**config.mk**
```make
export PLATFORM = sky130hd
export DESIGN_NAME = fifo_drain_control
export DESIGN_NICKNAME = d
export VERILOG_FILES = /design/src/rtl/fifo_drain_control.sv
export SDC_FILE = /design/constraint.sdc
export NUM_CORES = 1
export LEC_CHECK = 0
export ABC_AREA = 1
export CAP_MARGIN = 20
export CELL_PAD_IN_SITES_DETAIL_PLACEMENT = 0
export CELL_PAD_IN_SITES_GLOBAL_PLACEMENT = 1
export CORE_MARGIN = 3
export CORE_UTILIZATION = 36
export DETAILED_ROUTE_END_ITERATION = 10
export HOLD_SLACK_MARGIN = 0.1
export PLACE_DENSITY = 0.86
export SYNTH_ARGS = -nofsm -noshare
export SYNTH_HDL_FRONTEND = slang
export SYNTH_SLANG_ARGS = --single-unit
```
**constraint.sdc**
```tcl
create_clock -name clk -period 2.51 [get_ports clk]
set_clock_uncertainty 0.15 [all_clocks]
set_input_delay 0.502 -clock clk [delete_from_list [all_inputs] [get_ports clk]]
set_output_delay 0.502 -clock clk [all_outputs]
set_load 0.05 [all_outputs]
```
**src/rtl/fifo_drain_control.sv**
```systemverilog
// De-skews the result columns leaving the systolic MMU: per-column output FIFO write
// enables over a RUN window, followed by a one-cycle done pulse.
module fifo_drain_control #(
    parameter int WIDTH   = 16,
    parameter int ROWS    = 16,
    parameter int LATENCY = 16
) (
    input  logic             clk,
    input  logic             reset,
    input  logic             active,
    input  logic             stagger_drain,
    input  logic             stall,
    output logic [WIDTH-1:0] wr_en,
    output logic             busy,
    output logic             done,
    output logic [1:0]       state_dbg
);

    localparam int          TW          = $clog2(LATENCY + ROWS + WIDTH + 1);
    localparam logic [31:0] T_LAST_FLAT = 32'(LATENCY + ROWS - 1);
    localparam logic [31:0] T_LAST_STAG = 32'(LATENCY + ROWS + WIDTH - 2);

    typedef enum logic [1:0] {
        S_IDLE = 2'd0,
        S_RUN  = 2'd1,
        S_DONE = 2'd2
    } state_t;

    state_t          r_state;
    state_t          w_state_nxt;
    logic [TW-1:0]   r_t;
    logic [TW-1:0]   w_t_nxt;
    logic            r_mode;
    logic            w_mode_nxt;
    logic [31:0]     w_t32;
    logic [31:0]     w_t_last;
    logic [31:0]     w_lo;

    // Handshake: active is a level request honoured only while IDLE; stall is a
    // same-cycle "not ready" that blanks wr_en and freezes t and state.
    assign w_t32     = 32'(r_t);
    assign w_t_last  = r_mode ? T_LAST_STAG : T_LAST_FLAT;
    assign busy      = (r_state == S_RUN);
    assign done      = (r_state == S_DONE);
    assign state_dbg = r_state;

    always_ff @(posedge clk) begin
        if (reset) begin
            r_state <= S_IDLE;
            r_t     <= '0;
            r_mode  <= 1'b0;
        end else begin
            r_state <= w_state_nxt;
            r_t     <= w_t_nxt;
            r_mode  <= w_mode_nxt;
        end
    end

    always_comb begin
        w_state_nxt = r_state;
        w_t_nxt     = r_t;
        w_mode_nxt  = r_mode;
        case (r_state)
            S_IDLE: begin
                if (active) begin
                    w_state_nxt = S_RUN;
                    w_t_nxt     = '0;
                    w_mode_nxt  = stagger_drain;
                end
            end
            S_RUN: begin
                if (!stall) begin
                    if (w_t32 == w_t_last) begin
                        w_state_nxt = S_DONE;
                    end else begin
                        w_t_nxt = r_t + TW'(1);
                    end
                end
            end
            S_DONE: begin
                w_state_nxt = S_IDLE;
                w_t_nxt     = '0;
            end
            default: begin
                w_state_nxt = S_IDLE;
                w_t_nxt     = '0;
            end
        endcase
    end

    // Column j's window opens LATENCY (+j when staggered) cycles into RUN and lasts ROWS.
    always_comb begin
        wr_en = '0;
        w_lo  = '0;
        if (r_state == S_RUN && !stall) begin
            for (int j = 0; j < WIDTH; j++) begin
                w_lo     = 32'(LATENCY) + (r_mode ? 32'(j) : 32'd0);
                wr_en[j] = (w_t32 >= w_lo) && (w_t32 <= w_lo + 32'(ROWS - 1));
            end
        end
    end

endmodule

```
==> metrics.yaml <==
run_status:
  outcome: "finished with violations"
  violations: "setup timing"
setup_path:
  path_cells: "buf_4 -> ha_4 -> nand2_4 -> inv_4 -> a21oi_4 -> nand2_1 -> a21oi_4 -> buf_12"
  crit_type: "reg -> out"
  worstPathMaxFanout: 8
  crit_family: "compound AO/OA/AOI/OAI gates"
  start_kind: "flip-flop"
  crit_path_end_kind: "output pin"
  crit_top_cell: "a21oi_4"
  cp_slowest_stage_delay_ps: 330
  critPathSlowestCell: "dfxtp_2"
  cp.required_ps: 1860
  arrival_ps: 1890
  cp_num_buf_inv: 3
power_and_ir_drop:
  p_int_uw: 394
  power.share.clock_pct: 25.5
  powerDensity_mw_per_mm2: 267
  switchingPower_uw: 277
  ir_drop_uv: 339
  p_seq_share_pct: 23.2
  p_comb_share_pct: 51.4
  leakagePower_nw: 1.13
  switching_share_pct: 41.3
layout:
  stdcell_area_mm2: 0.00251
  area_growth_pct: 59.9
  diodes: 0
  drive_gt1_share_pct: 35.5
  fin_util_pct: 61.4
  instances_no_fill: 388
  nets: 359
detailed_routing:
  viasPerCell: 5.30
  antenna_left: 0
  route.detailed.drc: 0
  num_vias: 2055
  wl_per_cell_um: 15.3
  firstDrtPassIters: 4
  routed_wl_mm: 5.93
  drtIter0Drc: 158
placement:
  routabilityCongestion: 0.963
  placedCellCount: 380
  portBuffers: 24
  dp_slack_ps: 33.3
  place_area_mm2: 0.00221
  hpwl_mm: 4.64
sta:
  postLayoutSetupSlackWorst_ps: -33.4
  max_slew.worst_pin.slew_ps: 498
  period_share_pct: 101
  layout_min_cycle_time_ps: 2540
  relSlewSlack_pct: 66.7
  hold_violations: 0
  setup-violations-final: 5
  tns_ps: -85.6
  drv_slew: 0
  rsz0062_at_grt: "yes"
  max_freq_ghz: 0.393
grt:
  grt_remaining_overflow: 0
  globalRouteMet3Util_pct: 2.63
  grt_pass1_wl_mm: 9.67
  grt_util_met1_pct: 32.1
  grtUsageTotal_pct: 23.7
  grt_start_max_net_pins: 14
  grt_pass1_vias: 1973
  gr-usage-met2_pct: 39.9
  grt.busiest_layer: "met2"
  grt_antenna_before_repair: 0
clocking:
  cts-root-buf: "clkbuf_8"
  clk-insertion-delay-late_ps: 230
  clk_pin_slew_ps: 50
  cts_buffer_depth: 2
  clock_sink_count: 9
  cts_tree: "yes"
  htree_num_levels: 1
  cts_hold_buf: 0
  cts_made_buffers: 3
logic_synthesis:
  ys_ff_latch: 9
  syn_area_mm2: 0.00157
  syn_avg_cell_area_um2: 5.41
  ys_types: 23
  synth.yosys.seq_area_share_pct: 11.5
  yosys_warnings: 0
  syn-num-nets: 310
  netlist_instances: 290
die:
  core_area_mm2: 0.00409
  io_pins: 25
  num_rows: 23
  die_y_um: 72.0
  fp.dieArea_mm2: 0.00518
  initial_core_util_pct: 38.4
  die_w_um: 72.0
run:
  max_cap_viol_count: 0
min_path:
  hp-class: "reg -> reg"
[worst paths after layout]
check	start	endpoint	slack (ps)	cells after the start
min	state_dbg[0]$_SDFFE_PP0P_	r_mode$_SDFFE_PP0P_	470	3
min reg2reg	state_dbg[0]$_SDFFE_PP0P_	r_mode$_SDFFE_PP0P_	470	3
max reg2reg	r_mode$_SDFFE_PP0P_	state_dbg[0]$_SDFFE_PP0P_	790	8
max	r_mode$_SDFFE_PP0P_	wr_en[4]	-30	8
[power groups by stage]
| stage | Clock, mW | Sequential (mW) | Combinational (mW) |
|---|---|---|---|
| floorplan | 0 | 0.163 | 0.178 |
| global placement | 0 | 0.156 | 0.283 |
| detailed placement | 0 | 0.156 | 0.283 |
| CTS | 0.168 | 0.155 | 0.319 |
| global route | 0.180 | 0.156 | 0.372 |
| finish | 0.171 | 0.155 | 0.344 |
[through the flow]
stage | hold WS, ps | power (mW)
2_1_floorplan | 373 | 0.341
3_3_place_gp | 464 | 0.439
3_5_place_dp | 466 | 0.439
4_1_cts | 469 | 0.642
5_1_grt | 533 | 0.709
6_report | 470 | 0.670
[tightest hold or removal path, cell delays in order, from the launching register on]
cell	delay (ps)
dfxtp_2	360
nor2_1	60
nand2_1	90
a21oi_1	70
[state kept, by name, indices dropped and copies added (netlist names)]
name,cells
r_t,6
state_dbg,2
r_mode,1
[cell usage after synthesis]
cell	count	area, um2
buf_6	1	11.3
inv_2	6	22.5
nand2_2	1	6.26
a21oi_4	1	16.3
nor2_4	3	33.8
a22oi_1	1	7.51
o21ai_1	1	5.00
ha_1	15	188
o21ai_0	11	55.1
nor2_8	1	20.0
nand2_4	4	45.0
nor3_1	4	20.0
nand4_1	1	6.26
nand2_1	109	409
nand3_4	1	17.5
inv_1	30	113
nand3_1	24	120
nor2_1	43	161
a21oi_1	20	100
a21oi_2	1	8.76
dfxtp_1	9	180
buf_4	2	15.0
nor4_1	1	6.26
[layout make-up]
type,count,area [um2]
clock buffer,4,45.0
fill,406,1580
inverter,36,138
multi-input combinational,242,1520
sequential,9,183
tap,50,62.6
timing repair buffer,47,564
[metal layers]
layer | share of wire [%] | wire [um]
met5 | 0 | 0
met4 | 2.6 | 153
met3 | 7.7 | 458
met2 | 47 | 2810
met1 | 42 | 2500
[timing repair]
item / 4_1_cts / 5_1_grt
resized for setup: 26 / 37
pin swaps: 5 / 10
setup buffers: 3 / 1
endpoints found under the setup margin: 15 / 15
[cells in the final DEF, fill, tap and decap left out]
| master | netlist | layout |
|---|---|---|
| nand2_1 | 109 | 98 |
| nor2_1 | 43 | 25 |
| nand3_1 | 24 | 23 |
| inv_1 | 30 | 22 |
| buf_4 | 2 | 17 |
| inv_2 | 6 | 13 |
| nor2_4 | 3 | 12 |
| nand2_2 | 1 | 12 |
| buf_12 | 0 | 12 |
| nor2_2 | 0 | 9 |
| a21oi_2 | 1 | 9 |
| ha_1 | 15 | 9 |
| buf_6 | 1 | 9 |
| o21ai_0 | 11 | 8 |
| a21oi_1 | 20 | 8 |
| clkdlybuf4s50_1 | 0 | 8 |
| dfxtp_1 | 9 | 7 |
| ha_4 | 0 | 6 |
| a21oi_4 | 1 | 5 |
| nand2_4 | 4 | 4 |
| o21ai_1 | 1 | 4 |
| nor3_1 | 4 | 3 |
| clkbuf_8 | 0 | 3 |
| dfxtp_2 | 0 | 2 |
| nor2_8 | 1 | 1 |
| nand4_1 | 1 | 1 |
| inv_4 | 0 | 1 |
| a22oi_2 | 0 | 1 |
| nor3_4 | 0 | 1 |
| nor4_1 | 1 | 1 |
| nand3_2 | 0 | 1 |
| nand3_4 | 1 | 1 |
| clkbuf_1 | 0 | 1 |
| buf_8 | 0 | 1 |
[logic make-up (layout without fill, tap and decap cells)]
logic type,after synthesis,in the layout,synth area share (%)
compound gates,35,35,12.3
flops,9,9,11.5
fa+ha+maj,15,15,12.0
buf+inv,39,87,10.3
simple gates,192,192,54.0
No activity file was read; power rests on OpenSTA's default activity.
==> RTL change: new RTL, same flow settings <==
The parameter `LATENCY` goes from 16 to 32.
--- a/src/rtl/fifo_drain_control.sv
+++ b/src/rtl/fifo_drain_control.sv
@@ -3,7 +3,7 @@
 module fifo_drain_control #(
     parameter int WIDTH   = 16,
     parameter int ROWS    = 16,
-    parameter int LATENCY = 16
+    parameter int LATENCY = 32
 ) (
     input  logic             clk,
     input  logic             reset,
Check against the original RTL: no difference found for any inputs over 10 cycles, from zero or initial values and one cycle with reset high; that may be too few to reach the edited logic, so the function may still have changed.
==> RTL change against the unedited design <==
The flow still finishes with violations (negative setup slack); sequential cell count up 1; global-route usage shrank 3.3 points; synthesized cell count rose by 9.0%; synthesized area increased by 13%; design area grew 5.8%; routed wire length is 1.0% lower; clock power increased by 21%; count of clock-buffer cells in the layout did not move; power grew 28%; sequential share of layout area increased by 0.40 points; worst setup slack better by 0.026 ns; combinational power rose by 36%.
==> RTL change: results (changes against the unedited design) <==
Setup violations, final = 3 (-2)
Arrival time of the worst setup path = 1.87 ns (-0.02 ns)
Post-DP HPWL = 4.71 mm (+1.5%)
Post-synthesis sequential area ratio = 11.3% (-0.22 points)
Layout cells sized above 1 = 32.3% (-3.2 points)
Commonest cells post-synth = nand2_1, nor2_1, inv_1, nand3_1, ha_1
Iter 0 DRT Violations = 156 (-1.3%)
Global-route wire length before repair = 9.91 mm (+2.4%)
Setup TNS Final = -0.0157 ns (+0.0699 ns)
Routed wire length = 5.87 mm (-1.0%)
Setup WS post-layout = -0.00766 ns (+0.0257 ns)
Worst-margin pin slew = 0.501 ns (+0.00235 ns)
Area after DPL = 2430 um^2 (+10%)
Status = complete, but fails checks
Nets = 376 (+4.7%)
Postcts setup bufs = 0 (-3)
Critical path's slowest cell = dfxtp_4
Antenna diodes = 0 (unchanged)
Synth cell types = 25 (+8.7%)
Max reg flops = 7 (+1)
Sw Share = 44.0% (+2.7 points)
Cell family with most CP delay = simple AND/OR/NAND/NOR gates
Most area-consuming cells after synthesis = nand2_1, dfxtp_1, nand3_1
Failing checks = negative setup slack
Syn_nets = 335 (+8.1%)
Largest net degree at the start of global routing = 13 (-1)
Via count = 2143 (+4.3%)
Vias in the first global route = 2054 (+4.1%)
GPL Wtd Cong = 0.930 (-3.4%)
Slowest cell delay on critical path = 0.38 ns (+0.05 ns)
Lkg Pwr = 1.15 nW (+1.5%)
Worst-path fanout max = 6 (-2)
Worst vdd ir = 0.315 mV (-7.2%)
-- RTL change: changes by cell type in the layout (fill, tap and decap cells not counted), moves of 4 or more --
| cell | delta |
|---|---|
| buf_12 | +4 |
| inv_2 | -7 |
| o21ai_0 | -4 |
| nor2_1 | +9 |
| nor2_4 | +4 |
| inv_1 | +11 |
| nand3_1 | +12 |
| buf_6 | -6 |
-- RTL change: area by class of cell --
class                   instances  area [um^2]
clock buffers                   4         55.1
fillers                       444         1910
inverters                      42          165
multi-input cells             259         1610
flip-flops and latches         10          204
well taps                      65         81.3
repair buffers                 41          537
-- RTL change: per-layer routing --
layer  routed length, um  track usage [%]  share of wire (%)  vias up
met2                2890             35.9                 49       72
li1                    -                -                  -     1082
met5                   0                0                  0        -
met3                 258             1.54                4.4       13
met4                 107             6.34                1.8        0
met1                2610             26.4                 45      976
-- RTL change: repair_timing --
action / CTS / global route
resized for setup: 22 / 23
endpoints found under the setup margin: 15 / 16
pin swaps: 2 / 10
-- RTL change: logic make-up after synthesis --
kind of cell,after synthesis,synth area share [%]
adders and majority gates,14,9.87
buffers and inverters,47,11.1
DFF,10,11.3
AOI/OAI and AO/OA,29,10.6
and+or+nand+nor,216,57.1
-- RTL change: metrics by stage --
stage | setup slack (ns) | util (%) | instances
after CTS | -0.00521 | 56.5 | 421
after detailed placement | 0.0836 | 53.3 | 417
after global placement | 0.107 | 53.3 | 417
final | -0.00766 | 58.1 | 421
after floorplan | 0.00191 | - | 316
after global routing | -0.108 | 58.1 | 421
-- RTL change: power groups by stage --
stage / sequential [mW] / combinational, mW / clock [mW]
after detailed placement: 0.181 / 0.426 / 0
after floorplan: 0.187 / 0.283 / 0
final: 0.181 / 0.468 / 0.207
after global placement: 0.181 / 0.427 / 0
after global routing: 0.181 / 0.509 / 0.217
after CTS: 0.179 / 0.450 / 0.207
-- RTL change: worst reg2reg max path: cells and delay by family (launching register included) --
kind / cells / cell delay (ns)
buf+inv: 2 / 0.19
flops: 1 / 0.38
simple gates: 7 / 0.67
fa+ha+maj: 1 / 0.29
-- RTL change: worst paths after layout --
kind | startpoint | to | slack (ns)
worst max-delay path | r_mode | wr_en[10] | -0.008
worst min register to register | r_t[2] | r_t[2] | 0.51
worst min-delay path | r_t[2] | r_t[2] | 0.51
worst max register to register | r_mode | r_t[5] | 0.71
